$ cat src/rtl/data_mem_bridge_pkg.sv
// rtl/data_mem_bridge_pkg.sv - memory opcodes, bus size codes and FSM states for the M-stage bridge
package data_mem_bridge_pkg;

  localparam logic [5:0] OP_LB  = 6'b100000;
  localparam logic [5:0] OP_LH  = 6'b100001;
  localparam logic [5:0] OP_LW  = 6'b100011;
  localparam logic [5:0] OP_LBU = 6'b100100;
  localparam logic [5:0] OP_LHU = 6'b100101;
  localparam logic [5:0] OP_SB  = 6'b101000;
  localparam logic [5:0] OP_SH  = 6'b101001;
  localparam logic [5:0] OP_SW  = 6'b101011;

  localparam logic [1:0] SZ_BYTE = 2'd0;
  localparam logic [1:0] SZ_HALF = 2'd1;
  localparam logic [1:0] SZ_WORD = 2'd2;

  typedef enum logic [1:0] {IDLE, REQ, WAIT, DONE} memState_t;

  function automatic logic isLoadOp(input logic [5:0] op);
    return (op == OP_LB) || (op == OP_LH) || (op == OP_LW) ||
           (op == OP_LBU) || (op == OP_LHU);
  endfunction

  function automatic logic isStoreOp(input logic [5:0] op);
    return (op == OP_SB) || (op == OP_SH) || (op == OP_SW);
  endfunction

  // Non-memory opcodes fall into the word bucket; callers gate with isLoadOp/isStoreOp.
  function automatic logic [1:0] opSize(input logic [5:0] op);
    case (op)
      OP_LB, OP_LBU, OP_SB: return SZ_BYTE;
      OP_LH, OP_LHU, OP_SH: return SZ_HALF;
      default:              return SZ_WORD;
    endcase
  endfunction

endpackage

$ cat src/rtl/data_mem_bridge_mem_load_ext.sv
// rtl/data_mem_bridge_mem_load_ext.sv - selects the addressed byte/half of a read word and sign/zero extends it
module mem_load_ext
  import data_mem_bridge_pkg::*;
(
  input  logic [5:0]  op,
  input  logic [1:0]  addrLo,
  input  logic [31:0] rdata,
  output logic [31:0] extData
);

  logic [7:0]  byteSel;
  logic [15:0] halfSel;

  always_comb begin
    case (addrLo)
      2'd0:    byteSel = rdata[7:0];
      2'd1:    byteSel = rdata[15:8];
      2'd2:    byteSel = rdata[23:16];
      default: byteSel = rdata[31:24];
    endcase
    halfSel = addrLo[1] ? rdata[31:16] : rdata[15:0];
    case (op)
      OP_LB:   extData = {{24{byteSel[7]}}, byteSel};
      OP_LBU:  extData = {24'h0, byteSel};
      OP_LH:   extData = {{16{halfSel[15]}}, halfSel};
      OP_LHU:  extData = {16'h0, halfSel};
      default: extData = rdata;
    endcase
  end

endmodule

$ cat src/rtl/data_mem_bridge.sv
// rtl/data_mem_bridge.sv - M-stage load/store unit driving a req/addr_ok/data_ok SRAM-like data bus
module data_mem_bridge
  import data_mem_bridge_pkg::*;
#(
  parameter bit MASK_KSEG = 1'b1
) (
  input  logic        clk,
  input  logic        rst,
  input  logic [5:0]  opM,
  input  logic [31:0] aluoutM,
  input  logic [31:0] writedataM,
  input  logic        memvalidM,
  input  logic        pipe_stall,
  output logic [31:0] readdataM,
  output logic        adel_rdM,
  output logic        adesM,
  output logic        stallM,
  output logic        data_req,
  output logic        data_wr,
  output logic [1:0]  data_size,
  output logic [31:0] data_addr,
  output logic [3:0]  data_wstrb,
  output logic [31:0] data_wdata,
  input  logic        data_addr_ok,
  input  logic        data_data_ok,
  input  logic [31:0] data_rdata
);

  memState_t   state, stateNext;
  logic        isLoad, isStore, memOp, mis, acc;
  logic [1:0]  mSize;
  logic [31:0] physAddr, laneData;
  logic [3:0]  laneStrb;
  logic [5:0]  opQ;
  logic [31:0] addrQ, wdataQ, rdQ, extData;
  logic [3:0]  wstrbQ;
  logic [1:0]  sizeQ;
  logic        cancelQ, capture, loadRd, liveLoad;

  always_comb begin
    isLoad  = isLoadOp(opM);
    isStore = isStoreOp(opM);
    memOp   = isLoad | isStore;
    mSize   = opSize(opM);
    mis     = memOp & (((mSize == SZ_WORD) & (|aluoutM[1:0])) |
                       ((mSize == SZ_HALF) & aluoutM[0]));
    adel_rdM = memvalidM & isLoad & mis;
    adesM    = memvalidM & isStore & mis;
    // Gating with rst keeps the bus quiet while reset is held.
    acc      = rst & memvalidM & memOp & ~mis;
    physAddr = (MASK_KSEG && (aluoutM[31:30] == 2'b10)) ? {3'b000, aluoutM[28:0]} : aluoutM;
    laneStrb = 4'b0000;
    laneData = writedataM;
    if (isStore) begin
      case (mSize)
        SZ_BYTE: begin
          laneStrb = 4'b0001 << aluoutM[1:0];
          laneData = {4{writedataM[7:0]}};
        end
        SZ_HALF: begin
          laneStrb = aluoutM[1] ? 4'b1100 : 4'b0011;
          laneData = {2{writedataM[15:0]}};
        end
        default: laneStrb = 4'b1111;
      endcase
    end
  end

  mem_load_ext uExt (
    .op      (opQ),
    .addrLo  (addrQ[1:0]),
    .rdata   (data_rdata),
    .extData (extData)
  );

  always_comb begin
    stateNext  = state;
    capture    = 1'b0;
    loadRd     = 1'b0;
    liveLoad   = 1'b0;
    stallM     = 1'b0;
    data_req   = 1'b0;
    data_wr    = 1'b0;
    data_size  = sizeQ;
    data_addr  = addrQ;
    data_wstrb = wstrbQ;
    data_wdata = wdataQ;
    case (state)
      IDLE: begin
        data_req   = acc;
        data_wr    = acc & isStore;
        data_size  = mSize;
        data_addr  = physAddr;
        data_wstrb = laneStrb;
        data_wdata = laneData;
        stallM     = acc;
        if (acc) begin
          capture   = 1'b1;
          stateNext = data_addr_ok ? WAIT : REQ;
        end
      end
      REQ: begin
        data_req = 1'b1;
        data_wr  = isStoreOp(opQ);
        stallM   = cancelQ ? acc : 1'b1;
        if (data_addr_ok) stateNext = WAIT;
      end
      WAIT: begin
        // A cancelled transaction only holds back whatever new access M now carries.
        stallM = cancelQ ? acc : ~data_data_ok;
        if (data_data_ok) begin
          if (cancelQ) begin
            stateNext = IDLE;
          end else begin
            liveLoad  = isLoadOp(opQ);
            loadRd    = liveLoad;
            stateNext = pipe_stall ? DONE : IDLE;
          end
        end
      end
      DONE: begin
        if (!pipe_stall) stateNext = IDLE;
      end
      default: stateNext = IDLE;
    endcase
  end

  assign readdataM = liveLoad ? extData : rdQ;

  always_ff @(posedge clk or negedge rst) begin
    if (!rst) begin
      state   <= IDLE;
      opQ     <= '0;
      addrQ   <= '0;
      wdataQ  <= '0;
      wstrbQ  <= '0;
      sizeQ   <= '0;
      rdQ     <= '0;
      cancelQ <= 1'b0;
    end else begin
      state <= stateNext;
      if (capture) begin
        opQ    <= opM;
        addrQ  <= physAddr;
        wdataQ <= laneData;
        wstrbQ <= laneStrb;
        sizeQ  <= mSize;
      end
      if (loadRd) rdQ <= extData;
      if (stateNext == IDLE)
        cancelQ <= 1'b0;
      else if (((state == REQ) || (state == WAIT)) && !memvalidM)
        cancelQ <= 1'b1;
    end
  end

endmodule

$ cat config.mk
export PLATFORM = sky130hd
export DESIGN_NAME = data_mem_bridge
export DESIGN_NICKNAME = d
export VERILOG_FILES = /design/src/rtl/data_mem_bridge_pkg.sv /design/src/rtl/data_mem_bridge_mem_load_ext.sv /design/src/rtl/data_mem_bridge.sv
export SDC_FILE = /design/constraint.sdc
export NUM_CORES = 1
export LEC_CHECK = 0
export BUFFER_PORTS_ARGS = -buffer_cell sky130_fd_sc_hd__buf_2
export CAP_MARGIN = 20
export CORE_UTILIZATION = 42
export DETAILED_ROUTE_END_ITERATION = 10
export PLACE_DENSITY = 0.75
export SLEW_MARGIN = 20
export SYNTH_ARGS = -nofsm -noshare
export SYNTH_HDL_FRONTEND = slang
export SYNTH_HIERARCHICAL = 1
export SYNTH_SLANG_ARGS = --single-unit
$ cat constraint.sdc
create_clock -name clk -period 2.95 [get_ports clk]
set_input_delay 0.1475 -clock clk [delete_from_list [all_inputs] [get_ports clk]]
set_output_delay 0.1475 -clock clk [all_outputs]
set_load 0.05 [all_outputs]
Word-level counts from Yosys, hierarchy flattened --
Index checks and enable logic that the tools add are counted.
Cells by class: mux-type cells 35, shift operators 1, bitwise logic cells 15, reductions and logical operators 23, eq/ne operators 24
Operators with widths (number):
- two-way mux 32 bit | 5
- case mux 32 bit (4 select lines) | 1
- equality test 6 bit (second input constant) | 16
- case mux 32 bit (2 select lines) | 1
- case mux 8 bit (3 select lines) | 1
- two-way mux 16 bit | 1
- two-way mux 2 bit | 8
- logical OR 1 bit | 13
- two-way mux 4 bit | 3
- AND 1 bit | 11
- equality test 2 bit (second input constant) | 5
- two-way mux 1 bit | 9
- zero test 2 bit | 4
- case mux 2 bit (4 select lines) | 1
- case mux 4 bit (2 select lines) | 1
- equality test 2 x 1 -> 1 bit (second input constant) | 3
- OR reduction 3 bit | 2
- case mux 1 bit (2 select lines) | 2
- case mux 2 bit (2 select lines) | 1
- left shift 1 x 2 -> 4 bit (first input constant) | 1
- case mux 1 bit (3 select lines) | 1
- inverter 1 bit | 2
- bitwise OR 1 bit | 2
- nonzero test 2 bit | 1
- 3 further kinds | 3
Storage, ports and cells: output and inout bits 107, input port bits 108, logic and storage cells 106, flip-flop bits (word level) 111

Logic depth before layout (Yosys ltp) --
depth in word-level cells 13, gate-level depth with buffers 9

Modules after synthesis --
The synthesis kept the hierarchy.
Modules (own cells, without submodules):
- data_mem_bridge | times used 1, area each 5744.3 um2, cells an instance 562
- mem_load_ext | times used 1, area each 882.1 um2, cells an instance 113

Worst setup path after synthesis --
OpenSTA, ideal clock, no wires.
path kind flip-flop to output port, start point register state[1], end point output port data_size[0], cell stages (with the launch flop) 6, path buffers 2, setup slack 559 ps, arrival time 2244 ps, cell sequence dfrtp_1 inv_1 ha_1 clkbuf_1 clkbuf_1 mux2i_1
Between the ends: cells in the longest elaborated chain, start to end 2
Ends and longest elaborated chain:
- start: declaration | line data_mem_bridge.sv:29 | memState_t state, stateNext;
- start signal: assignment | line data_mem_bridge.sv:141 | state <= stateNext;
- zero test 2 bit | line data_mem_bridge.sv:88 | case (state)
- two-way mux 2 bit | line data_mem_bridge.sv:88
- end: declaration | line data_mem_bridge.sv:20 | output logic [1:0] data_size,
No other way between the ends.

Final worst setup path --
start point register opQ[1], end point output port readdataM[0]
Between the ends: elaborated cells between the ends (all ways) 14, those cells by class eq/ne (5); mux (5); reduce/logical (4)
RTL lines:
- start: declaration | line data_mem_bridge.sv:34 | logic [5:0] opQ;
- start signal: assignment | line data_mem_bridge.sv:143 | opQ <= opM;
- equality test 6 bit | line data_mem_bridge_mem_load_ext.sv:22 | case (op)
- case mux 32 bit (4 select lines) (*) | line data_mem_bridge_mem_load_ext.sv:22
- via extData[0] | line data_mem_bridge.sv:35 | logic [31:0] addrQ, wdataQ, rdQ, extData;
- two-way mux 32 bit (*)
- end: declaration | line data_mem_bridge.sv:14 | output logic [31:0] readdataM,
Mark *: on every way through the listed nets, which the timed path passes. The rest lies on a longest branch.

==> results.sh <==
export IMPL_r2r_slack_ns=0.70
export IMPL_drv_cap=0
export IMPL_dr_first_iter_drc_count=326
export IMPL_grt_pass1_wl_um=28900
export IMPL_synthSimpleGateAreaFrac_pct=15.5
export IMPL_num_io_pins=215
export IMPL_place_port_buffers=214
export IMPL_power_total_mw=9.40
export IMPL_max_freq_mhz=351
export IMPL_grt_pass1_vias=5754
export IMPL_power_leakage_nw=4.39
export IMPL_routed_wl_um=18200
export IMPL_dieArea_mm2=0.0163
export IMPL_slew_headroom_pct=49.2
export IMPL_whs_ns=0.0432
export IMPL_tns_ns=0
export IMPL_die_w_um=128
export IMPL_ys_seq_elements=111
export IMPL_r2r_end="rdQ[0]"
export IMPL_setup_viol_count_final=0
export IMPL_r2r_cells=5
export IMPL_worstPathRequired_ns=2.80
export IMPL_min_to="wdataQ[3]"
export IMPL_seq_power_share_pct=24.8
export IMPL_cts_reportedPaths_clkPinSlew_ns=0.08
export IMPL_die_height_um=128
export IMPL_final_nets=1010
export IMPL_cts_root_buffer="clkbuf_16"
export IMPL_core_area_mm2=0.0153
export IMPL_cp_startpoint="opQ[1]"
export IMPL_rsz0062_at_grt="false"
export IMPL_outcome="finished, final reports clean"
export IMPL_clk_path_buf_depth=2
export IMPL_dp_slack_ns=0.392
export IMPL_slew_violations=0
export IMPL_cp_start_kind="flop"
export IMPL_power_internal_mw=4.53
export IMPL_finClkSkew_ns=0.00662
export IMPL_initial_core_util_pct=43.3
export IMPL_drc=0
export IMPL_power_share_switching_pct=51.8
export IMPL_fin_crit_ns=2.85
export IMPL_numCtsBuffers=9
export IMPL_syn_cell_area_mm2=0.00663
export IMPL_yosys_area_share_adder_pct=0.755
export IMPL_p_per_area_mw_per_mm2=1110
export IMPL_clock_sinks=111
export IMPL_grt_ovfl_total=0
export IMPL_syn_avg_cell_area_um2=9.82
export IMPL_synth_compound_area_share_pct=10.9
export IMPL_hold_path_class="input port to flop"
export IMPL_crit_fanout=37
export IMPL_ys_warn_count=6
export IMPL_ys_seq_area_share_pct=41.9
export IMPL_min_path_cells=3
export IMPL_grt_max_degree=87
export IMPL_area_growth_syn_to_layout_pct=28.0
export IMPL_combPwrFrac_pct=62.7
export IMPL_hold_start="writedataM[3]"
export IMPL_critical_path_class="flop to primary output"
export IMPL_synth_xor_xnor_area_share_pct=0
export IMPL_grt_usage_pct=22.6
export IMPL_diodes=0
export IMPL_power_switching_mw=4.87
export IMPL_layout_setup_ws_ns=0.104
export IMPL_muxShareOfSynthArea_pct=26.1
export IMPL_final_util_pct=55.4
export IMPL_cts_tree="done"
export IMPL_synth_net_count=787
export IMPL_worstReg2RegStart="opQ[1]"
export IMPL_via_count=5837
export IMPL_dr_pass1_iters=5
export IMPL_vdd_drop_max_mv=0.646
export IMPL_clock_latency_ns=0.36
export IMPL_rows=45
export IMPL_endpoint_kind="primary output"
export IMPL_hpwlAfterDp_um=12200
export IMPL_synth_top_family_by_area="multiplexers"
export IMPL_ctsHtreeMaxLevel=3
export IMPL_worst_slew_pin_slew_ns=0.761
export IMPL_antenna_found_initial=0
export IMPL_critPathArrivalTime_ns=2.70
export IMPL_drive_above_1_share_pct=40.5
export IMPL_wl_per_cell_um=16.3
export IMPL_hold_violations=0
export IMPL_fin_crit_sh_pct=96.5
export IMPL_p_clk_share_pct=12.5
export IMPL_ant_nets=0
export IMPL_synth_cell_type_count=49
export IMPL_syn_inst=675
export IMPL_gp_congestion=0.802
export IMPL_via_per_inst=5.24
## cells in the mapped netlist (all sizes together)
| library cell | instances | area, um2 |
|---|---|---|
| a2111oi | 1 | 15.0 |
| a211o | 2 | 26.3 |
| a211oi | 1 | 7.51 |
| a21boi | 1 | 7.51 |
| a21o | 3 | 22.5 |
| a21oi | 32 | 160 |
| a221o | 14 | 140 |
| a221oi | 2 | 23.8 |
| a32o | 1 | 10.0 |
| and2 | 1 | 6.26 |
| and3 | 7 | 43.8 |
| and4 | 1 | 8.76 |
| buf | 23 | 171 |
| clkbuf | 24 | 90.1 |
| dfrtp | 111 | 2780 |
| ha | 4 | 50.1 |
| inv | 15 | 56.3 |
| mux2 | 97 | 1210 |
| mux2i | 34 | 340 |
| mux4 | 8 | 180 |
| nand2 | 172 | 646 |
| nand2b | 6 | 37.5 |
| nand3 | 3 | 15.0 |
| nand3b | 2 | 15.0 |
| nand4 | 1 | 6.26 |
| nand4bb | 1 | 11.3 |
| nor2 | 43 | 161 |
| nor2b | 2 | 12.5 |
| nor3 | 2 | 15.0 |
| nor3b | 1 | 7.51 |
| nor4b | 1 | 23.8 |
| o211ai | 1 | 7.51 |
| o21a | 1 | 7.51 |
| o21ai | 49 | 245 |
| o21bai | 1 | 7.51 |
| o221a | 1 | 11.3 |
| o22a | 1 | 8.76 |
| o22ai | 2 | 12.5 |
| o32ai | 1 | 8.76 |
| or4b | 2 | 20.0 |
## layout by cell type, fill, tap and decap left out, types with 2 or more instances in the layout
cell type | synthesis | layout
a21oi_1 | 32 | 32
clkbuf_16 | 0 | 9
a21o_1 | 3 | 3
buf_2 | 11 | 213
buf_12 | 0 | 3
clkinvlp_4 | 0 | 2
nor2b_1 | 2 | 2
nor2_1 | 43 | 41
mux2_4 | 31 | 31
mux2i_1 | 34 | 34
o21ai_1 | 14 | 14
a221o_1 | 14 | 14
o21ai_0 | 35 | 35
nand3b_1 | 2 | 2
mux2_2 | 66 | 66
dlygate4sd3_1 | 0 | 28
ha_1 | 4 | 3
or4b_4 | 0 | 2
nand2_1 | 172 | 172
dfrtp_1 | 111 | 110
clkinv_4 | 0 | 2
a211o_4 | 1 | 3
nand3_1 | 3 | 3
buf_4 | 6 | 13
nand2b_1 | 6 | 6
inv_1 | 15 | 15
mux4_2 | 8 | 8
nor2_2 | 0 | 2
and3_1 | 7 | 7
o22ai_1 | 2 | 2
## worst max-delay path, cell delays in order, from the launching register on
cell	delay (ns)
dfrtp_2	0.48
or4b_4	0.58
buf_12	0.21
mux2_2	0.31
a221o_1	0.27
mux2_2	0.27
buf_2	0.21
## metrics by stage
step           cells  area [um2]
2_1_floorplan    675        6630
3_3_place_gp    1067        7860
3_5_place_dp    1067        7860
4_1_cts         1111        8440
5_1_grt         1113        8480
6_report        1113        8480
## power groups by stage
stage	Clock (mW)	Combinational [mW]	Sequential (mW)
2_1_floorplan	0	4.79	2.26
3_3_place_gp	0	5.74	2.32
3_5_place_dp	0	5.80	2.32
4_1_cts	1.22	5.85	2.31
5_1_grt	1.29	6.25	2.39
6_report	1.18	5.89	2.33
## how the worst max path moves through the flow
stage               slack, ns       endpoint
floorplan                0.56   data_size[0]
global placement         0.42  readdataM[14]
detailed placement       0.39  readdataM[14]
CTS                      0.01  readdataM[24]
global route            0.007  readdataM[16]
finish                   0.10   readdataM[0]
## layout make-up
cell class | instances | area [um2]
tap | 211 | 264
clock buffer | 10 | 239
multi-input combinational | 504 | 3590
clock inverter | 5 | 43.8
timing repair buffer | 257 | 1500
sequential | 111 | 2780
inverter | 15 | 56.3
fill | 1375 | 6840
## logic make-up (layout without fill, tap and decap cells)
logic type | count (synthesis) | after routing
AO/OA/AOI/OAI | 114 | 116
AND/OR/NAND/NOR | 245 | 245
buffers and inverters | 62 | 287
multiplexers | 139 | 139
flip-flops | 111 | 111
adder cells (fa/ha/maj) | 4 | 4
## layer usage
layer  global-route usage (%)  part of all wire [%]  up-vias
li1                         -                     -     2797
met1                     27.5                    41     2761
met2                     37.7                    47      237
met3                     6.74                   8.6       42
met4                     8.58                   3.1        0
met5                        0                     0        -
## flip-flops by register name (all words and copies together) (netlist names)
name	flops
addrQ	32
cancelQ	1
opQ	6
rdQ	32
sizeQ	2
state	2
wdataQ	32
wstrbQ	4
## timing repair
item,CTS,global route
endpoints found under the hold margin,51,0
hold buffers,28,0
gates cloned,0,2
setup buffers,1,0
setup endpoints to repair,3,32
pin swaps,1,2
gates resized for setup,1,6
(Power assumes the default switching activity.)
